File: src/rtl/softmax_stream.sv
// softmax_stream: streaming softmax over N-element vectors of signed Q(XW-12).12 inputs
// Ports:
//   clk, rst_n           clock, asynchronous active-low reset
//   in_valid/in_ready    input handshake, in_data one element per beat (XW bits)
//   out_valid/out_ready  output handshake, out_data Q0.OW probability, out_last on element N-1
//   busy                 high whenever the block is not in LOAD
module softmax_stream #(
    parameter int N  = 8,
    parameter int XW = 17,
    parameter int OW = 16
) (
    input  logic          clk,
    input  logic          rst_n,
    input  logic          in_valid,
    output logic          in_ready,
    input  logic [XW-1:0] in_data,
    output logic          out_valid,
    input  logic          out_ready,
    output logic [OW-1:0] out_data,
    output logic          out_last,
    output logic          busy
);
    localparam int LW = $clog2(N);
    localparam int SW = 16 + LW;
    localparam int BW = XW > 16 ? XW : 16;
    localparam int CW = $clog2(OW + 2);
    localparam logic [1:0] LOAD = 2'd0, EXP = 2'd1, DIV = 2'd2, OUT = 2'd3;
    localparam logic [LW:0] LAST = (LW + 1)'(N - 1);
    localparam logic [CW-1:0] DLAST = CW'(OW);
    localparam logic signed [XW-1:0] XMIN = {1'b1, {(XW - 1){1'b0}}};
    // round(e^-k * 2^15) and round(e^(-j/16) * 2^15)
    localparam logic [15:0] T0 [16] = '{16'd32768, 16'd12055, 16'd4435, 16'd1631, 16'd600, 16'd221,
                                        16'd81, 16'd30, 16'd11, 16'd4, 16'd1, 16'd1,
                                        16'd0, 16'd0, 16'd0, 16'd0};
    localparam logic [15:0] T1 [16] = '{16'd32768, 16'd30783, 16'd28918, 16'd27166, 16'd25520, 16'd23974,
                                        16'd22521, 16'd21157, 16'd19875, 16'd18671, 16'd17539, 16'd16477,
                                        16'd15479, 16'd14541, 16'd13660, 16'd12832};

    logic [1:0]           state;
    logic [LW:0]          cnt;
    logic signed [XW-1:0] mx;
    logic [SW-1:0]        sum;
    logic [BW-1:0]        buffer [N];
    logic [SW:0]          rem;
    logic [OW:0]          quo;
    logic [CW-1:0]        dcnt;
    logic                 s1_v, s2_v, s1_z;
    logic [LW-1:0]        s1_idx, s2_idx;
    logic [15:0]          s1_p, s1_lin, s2_e;

    logic          take, issue, ge;
    logic [XW-1:0] x;
    logic [XW:0]   mag;
    logic [31:0]   m32;
    logic [SW:0]   diff;
    logic [OW:0]   q_nxt;

    assign busy      = state != LOAD;
    assign out_valid = state == OUT;
    assign take      = in_valid && in_ready && state == LOAD;
    assign issue     = state == EXP && !cnt[LW];
    assign x         = buffer[cnt[LW-1:0]][XW-1:0];
    // max - x is the magnitude of the non-positive difference d
    assign mag       = {mx[XW-1], mx} - {x[XW-1], x};
    assign m32       = 32'(mag);
    assign ge        = rem >= {1'b0, sum};
    assign diff      = ge ? rem - {1'b0, sum} : rem;
    assign q_nxt     = {quo[OW-1:0], ge};

    // Exp pipeline and element buffer; these need no reset
    always_ff @(posedge clk) begin
        if (take) buffer[cnt[LW-1:0]] <= BW'(in_data);
        if (s2_v) buffer[s2_idx] <= BW'(s2_e);
        s1_p   <= 16'((32'(T0[m32[15:12]]) * 32'(T1[m32[11:8]])) >> 15);
        s1_lin <= 16'h8000 - {5'd0, m32[7:0], 3'd0};
        s1_z   <= |m32[31:16];
        s1_idx <= cnt[LW-1:0];
        s2_e   <= s1_z ? 16'd0 : 16'((32'(s1_p) * 32'(s1_lin)) >> 15);
        s2_idx <= s1_idx;
    end

    always_ff @(posedge clk or negedge rst_n) begin
        if (!rst_n) begin
            state    <= LOAD;
            cnt      <= '0;
            mx       <= XMIN;
            sum      <= '0;
            in_ready <= 1'b0;
            out_data <= '0;
            out_last <= 1'b0;
            s1_v     <= 1'b0;
            s2_v     <= 1'b0;
            rem      <= '0;
            quo      <= '0;
            dcnt     <= '0;
        end else begin
            s1_v     <= issue;
            s2_v     <= s1_v;
            // after the final output handshake the block is back in LOAD, ready next cycle
            in_ready <= (state == LOAD && !(take && cnt == LAST)) || (state == OUT && out_ready && out_last);
            case (state)
                LOAD: if (take) begin
                    mx    <= $signed(in_data) > mx ? in_data : mx;
                    cnt   <= cnt == LAST ? '0 : cnt + 1'b1;
                    state <= cnt == LAST ? EXP : LOAD;
                end
                EXP: begin
                    if (issue) cnt <= cnt + 1'b1;
                    if (s2_v) sum <= sum + SW'(s2_e);
                    if (s2_v && s2_idx == LAST[LW-1:0]) begin
                        state <= DIV;
                        cnt   <= '0;
                        rem   <= (SW + 1)'(buffer[0][15:0]);
                        quo   <= '0;
                        dcnt  <= '0;
                    end
                end
                // restoring division of e*2^OW by sum, one quotient bit per cycle MSB first
                DIV: begin
                    rem  <= {diff[SW-1:0], 1'b0};
                    quo  <= q_nxt;
                    dcnt <= dcnt + 1'b1;
                    if (dcnt == DLAST) begin
                        state    <= OUT;
                        out_data <= q_nxt[OW] ? {OW{1'b1}} : q_nxt[OW-1:0];
                        out_last <= cnt == LAST;
                    end
                end
                default: if (out_ready) begin
                    if (out_last) begin
                        state    <= LOAD;
                        cnt      <= '0;
                        mx       <= XMIN;
                        sum      <= '0;
                        out_last <= 1'b0;
                    end else begin
                        state <= DIV;
                        cnt   <= cnt + 1'b1;
                        rem   <= (SW + 1)'(buffer[cnt[LW-1:0] + LW'(1)][15:0]);
                        quo   <= '0;
                        dcnt  <= '0;
                    end
                end
            endcase
        end
    end
endmodule

File: config.mk
export PLATFORM = sky130hd
export DESIGN_NAME = softmax_stream
export DESIGN_NICKNAME = d
export VERILOG_FILES = /design/src/rtl/softmax_stream.sv
export SDC_FILE = /design/constraint.sdc
export NUM_CORES = 2
export LEC_CHECK = 0
export BUFFER_PORTS_ARGS = -buffer_cell sky130_fd_sc_hd__clkbuf_2
export CORE_ASPECT_RATIO = 1.2
export CORE_MARGIN = 2
export CORE_UTILIZATION = 65
export CTS_CLUSTER_DIAMETER = 30
export DETAILED_ROUTE_END_ITERATION = 10
export MAX_ROUTING_LAYER = met4
export PLACE_DENSITY = 0.79
export SETUP_SLACK_MARGIN = 0.02
export SLEW_MARGIN = 40
export SYNTH_ARGS = -nofsm -noshare
export SYNTH_HDL_FRONTEND = slang
export SYNTH_SLANG_ARGS = --single-unit
File: constraint.sdc
create_clock -name clk -period 18.3 [get_ports clk]
set_clock_uncertainty 0.05 [all_clocks]
set_input_delay 2.745 -clock clk [delete_from_list [all_inputs] [get_ports clk]]
set_output_delay 2.745 -clock clk [all_outputs]
set_load 0.02 [all_outputs]
==> key figures <==
Placed design
  – Worst slack, placed: 7310 ps
  – Routability cong.: around 1.0
  – Port buffer count: 40
  – Hpwl dp: 61600 um

STA
  – Fmax: 0.0906 GHz
  – Unrepaired setup endpoints after global routing: false
  – Final setup violation count: 0
  – Min cycle time layout: 11040 ps
  – Hold Vio Cnt, Final: 0
  – Fin Setup TNS: 0 ps
  – Slew @ Worst Pin: 896 ps
  – Final worst setup slack: 7260 ps
  – Fin Hold WS: 273 ps
  – Post-route clock period utilization: 0.603
  – Fin. max-slew vios: 0
  – Worst slew margin relative to its limit: 0.400

Job
  – Max-Cap Viols: 0

Die
  – Die H: 240 um
  – Core area: ~46000 um^2
  – Die span in x: ~200 um
  – Initial Util: 0.658
  – Row count: 86
  – # IOs: just over 40
  – Die area: 48300 um^2

GRT
  – Initial antenna violation count: 1
  – Grt ovf: 0
  – All-layer global routing usage: 0.365
  – Largest net degree at the start of global routing: 58
  – Number of global-route vias before repair: 24800
  – First-pass GRT wire length: 133000 um

Yosys
  – Syn_area_per_cell: 9.63 um^2
  – Mapped Area: 30200 um^2
  – Synth Flop Type: edfxtp_1
  – Register area share after synthesis: 0.252
  – Post-synth ARST share: 0.354
  – Mapped Nets: 3777
  – Post-Syn Instances: 3141
  – Post-synthesis cell type count: 88
  – Number of enable flip-flop cells after synthesis: 128
  – FF+latch count, synth: ~290
  – Synth warn: 0

Clocking
  – CTS tree: built
  – Clock slew at reported path FFs: 50 ps
  – Clock Sinks: 291
  – Longest Clk Path Bufs: 3
  – Clk root buf: clkbuf_16
  – CTS Hold Bufs: 0
  – Worst skew pair latency: ~610 ps
  – CTS H-tree depth: 2
  – CTS resizes: 0
  – Inserted Clock Buffers: between 50 and 60
  – Setup Buffers After CTS: 0

Route
  – Drt first-iter violations: 2286
  – Post-detailed-route wirelength per cell: 22.2 um
  – DR vias: 23900
  – ANT nets after route: 0
  – Drt pass-1 iters: 6
  – Drt total wl: 83600 um
  – Drc violations: 0
  – Via/cell ratio: 6.33

Run status
  – Outcome: completed

Setup path
  – Reg2reg end: s1_p[11]$_DFF_P_
  – CP required: 18770 ps
  – Worst setup path start: cnt[0]$_DFFE_PN0P_
  – Setup crit end kind: flip-flop
  – Worst R2R Path Depth: 36
  – CP Launch Type: flip-flop
  – WP data arrival: between 10000 and 15000 ps
  – CP max FO: 44
  – Crit path max-delay cell type: buf_4
  – Reg-to-Reg Start: cnt[0]$_DFFE_PN0P_
  – R2r setup slk: 7260 ps
  – Worst Setup Path Type: reg -> reg
  – Critical Path Most Common Cell: fa_1
  – Worst path max stage delay: just over 600 ps

Final layout
  – Commonest non-fill, non-tap cell in the layout: inv_1
  – Layout cells sized above 1: 0.0967
  – Util after Layout: 0.719
  – Highest-count cells in the layout ignoring fill and taps: inv_1 (434), fa_1 (316), ha_1 (299)
  – Syn-to-layout area delta: 9.30%
  – Fin nets: 3743

Worst hold path
  – Hold worst-path end: s2_idx[0]$_DFF_P_
  – Hold Path Depth: 0
  – Hold Crit Start: s1_idx[0]$_DFF_P_
  – Type of the worst min-delay path: reg -> reg
sequential cells by signal, indices dropped and copies added, names as in the netlist, 16 cells and up:
name	count
mx	17
rem	20
s2_e	16
buffer	136
sum	19
s1_p	16
quo	16
out_data	16
how the worst max path moves through the flow:
stage	end	slack (ps)
3_3_place_gp	s1_p[15]$_DFF_P_	7550
5_1_grt	s1_p[15]$_DFF_P_	6520
6_report	s1_p[11]$_DFF_P_	7260
4_1_cts	s1_p[11]$_DFF_P_	7280
2_1_floorplan	s1_p[6]$_DFF_P_	8040
3_5_place_dp	s1_p[15]$_DFF_P_	7310
cell type report:
type / count / area (um^2)
tap: 616 / 771
inverter: 435 / 1630
sequential: 291 / 7620
timing repair buffer: 79 / 510
fill: 3368 / 12900
clock inverter: 33 / 433
antenna: 1 / 2.50
multi-input combinational: 2244 / 20600
clock buffer: 71 / 1500
Yosys cell counts (all sizes together) (8+ instances only):
cell type | count | area [um^2]
fa | 316 | 6330
nor3 | 29 | 155
clkbuf | 121 | 454
o21ai | 105 | 541
buf | 50 | 206
nor4 | 9 | 62.6
and3 | 24 | 150
o21a | 17 | 128
mux2i | 41 | 423
mux4 | 32 | 721
ha | 299 | 3740
inv | 435 | 1630
dfrtp | 102 | 2550
a22oi | 36 | 270
o21bai | 10 | 82.6
a22o | 162 | 1420
dfxtp | 60 | 1200
xnor2 | 53 | 472
a21oi | 93 | 488
or2 | 29 | 181
xor2 | 35 | 333
nor2b | 22 | 138
nand3 | 44 | 220
nand2b | 26 | 163
a211oi | 20 | 155
a31oi | 13 | 103
nand4 | 11 | 68.8
a221oi | 18 | 158
edfxtp | 128 | 3840
a21o | 49 | 368
nor2 | 282 | 1060
o211ai | 8 | 65.1
and2 | 86 | 538
nand2 | 298 | 1120
cell families (layout without fill, tap and decap cells):
kind of cell / count (synthesis) / in the layout / synth area share
compound gates: 579 / 579 / 0.139
flops: 291 / 291 / 0.252
other cells: 0 / 1 / 0
buf+inv: 606 / 618 / 0.0758
fa+ha+maj: 615 / 615 / 0.333
mux: 77 / 77 / 0.0393
simple gates: 885 / 885 / 0.134
xor+xnor: 88 / 88 / 0.0266
worst max-delay path, delay by kind of cell (launching register included):
kind	cells	cell delay [ps]
buffers and inverters	5	1030
adder cells (fa/ha/maj)	9	4040
flip-flops	1	330
AND/OR/NAND/NOR	7	2200
XOR/XNOR	2	650
AO/OA/AOI/OAI	13	2610
per-stage QoR:
| step | std cells | cell area [um^2] |
|---|---|---|
| 2_1_floorplan | 3141 | 30200 |
| 3_3_place_gp | 3662 | 30900 |
| 3_5_place_dp | 3665 | 31100 |
| 4_1_cts | 3769 | 33000 |
| 5_1_grt | 3770 | 33100 |
| 6_report | 3770 | 33100 |
metal layers:
| metal | part of all wire | track usage | vias up |
|---|---|---|---|
| li1 | - | - | 10500 |
| met1 | 0.37 | 0.447 | 11800 |
| met2 | 0.48 | 0.597 | 1276 |
| met3 | 0.10 | 0.0706 | 323 |
| met4 | 0.047 | 0.158 | 0 |
| met5 | 0 | - | - |
Power is not shown: default switching activity piles up to over one toggle a cycle in this logic, so the estimate is an artifact.
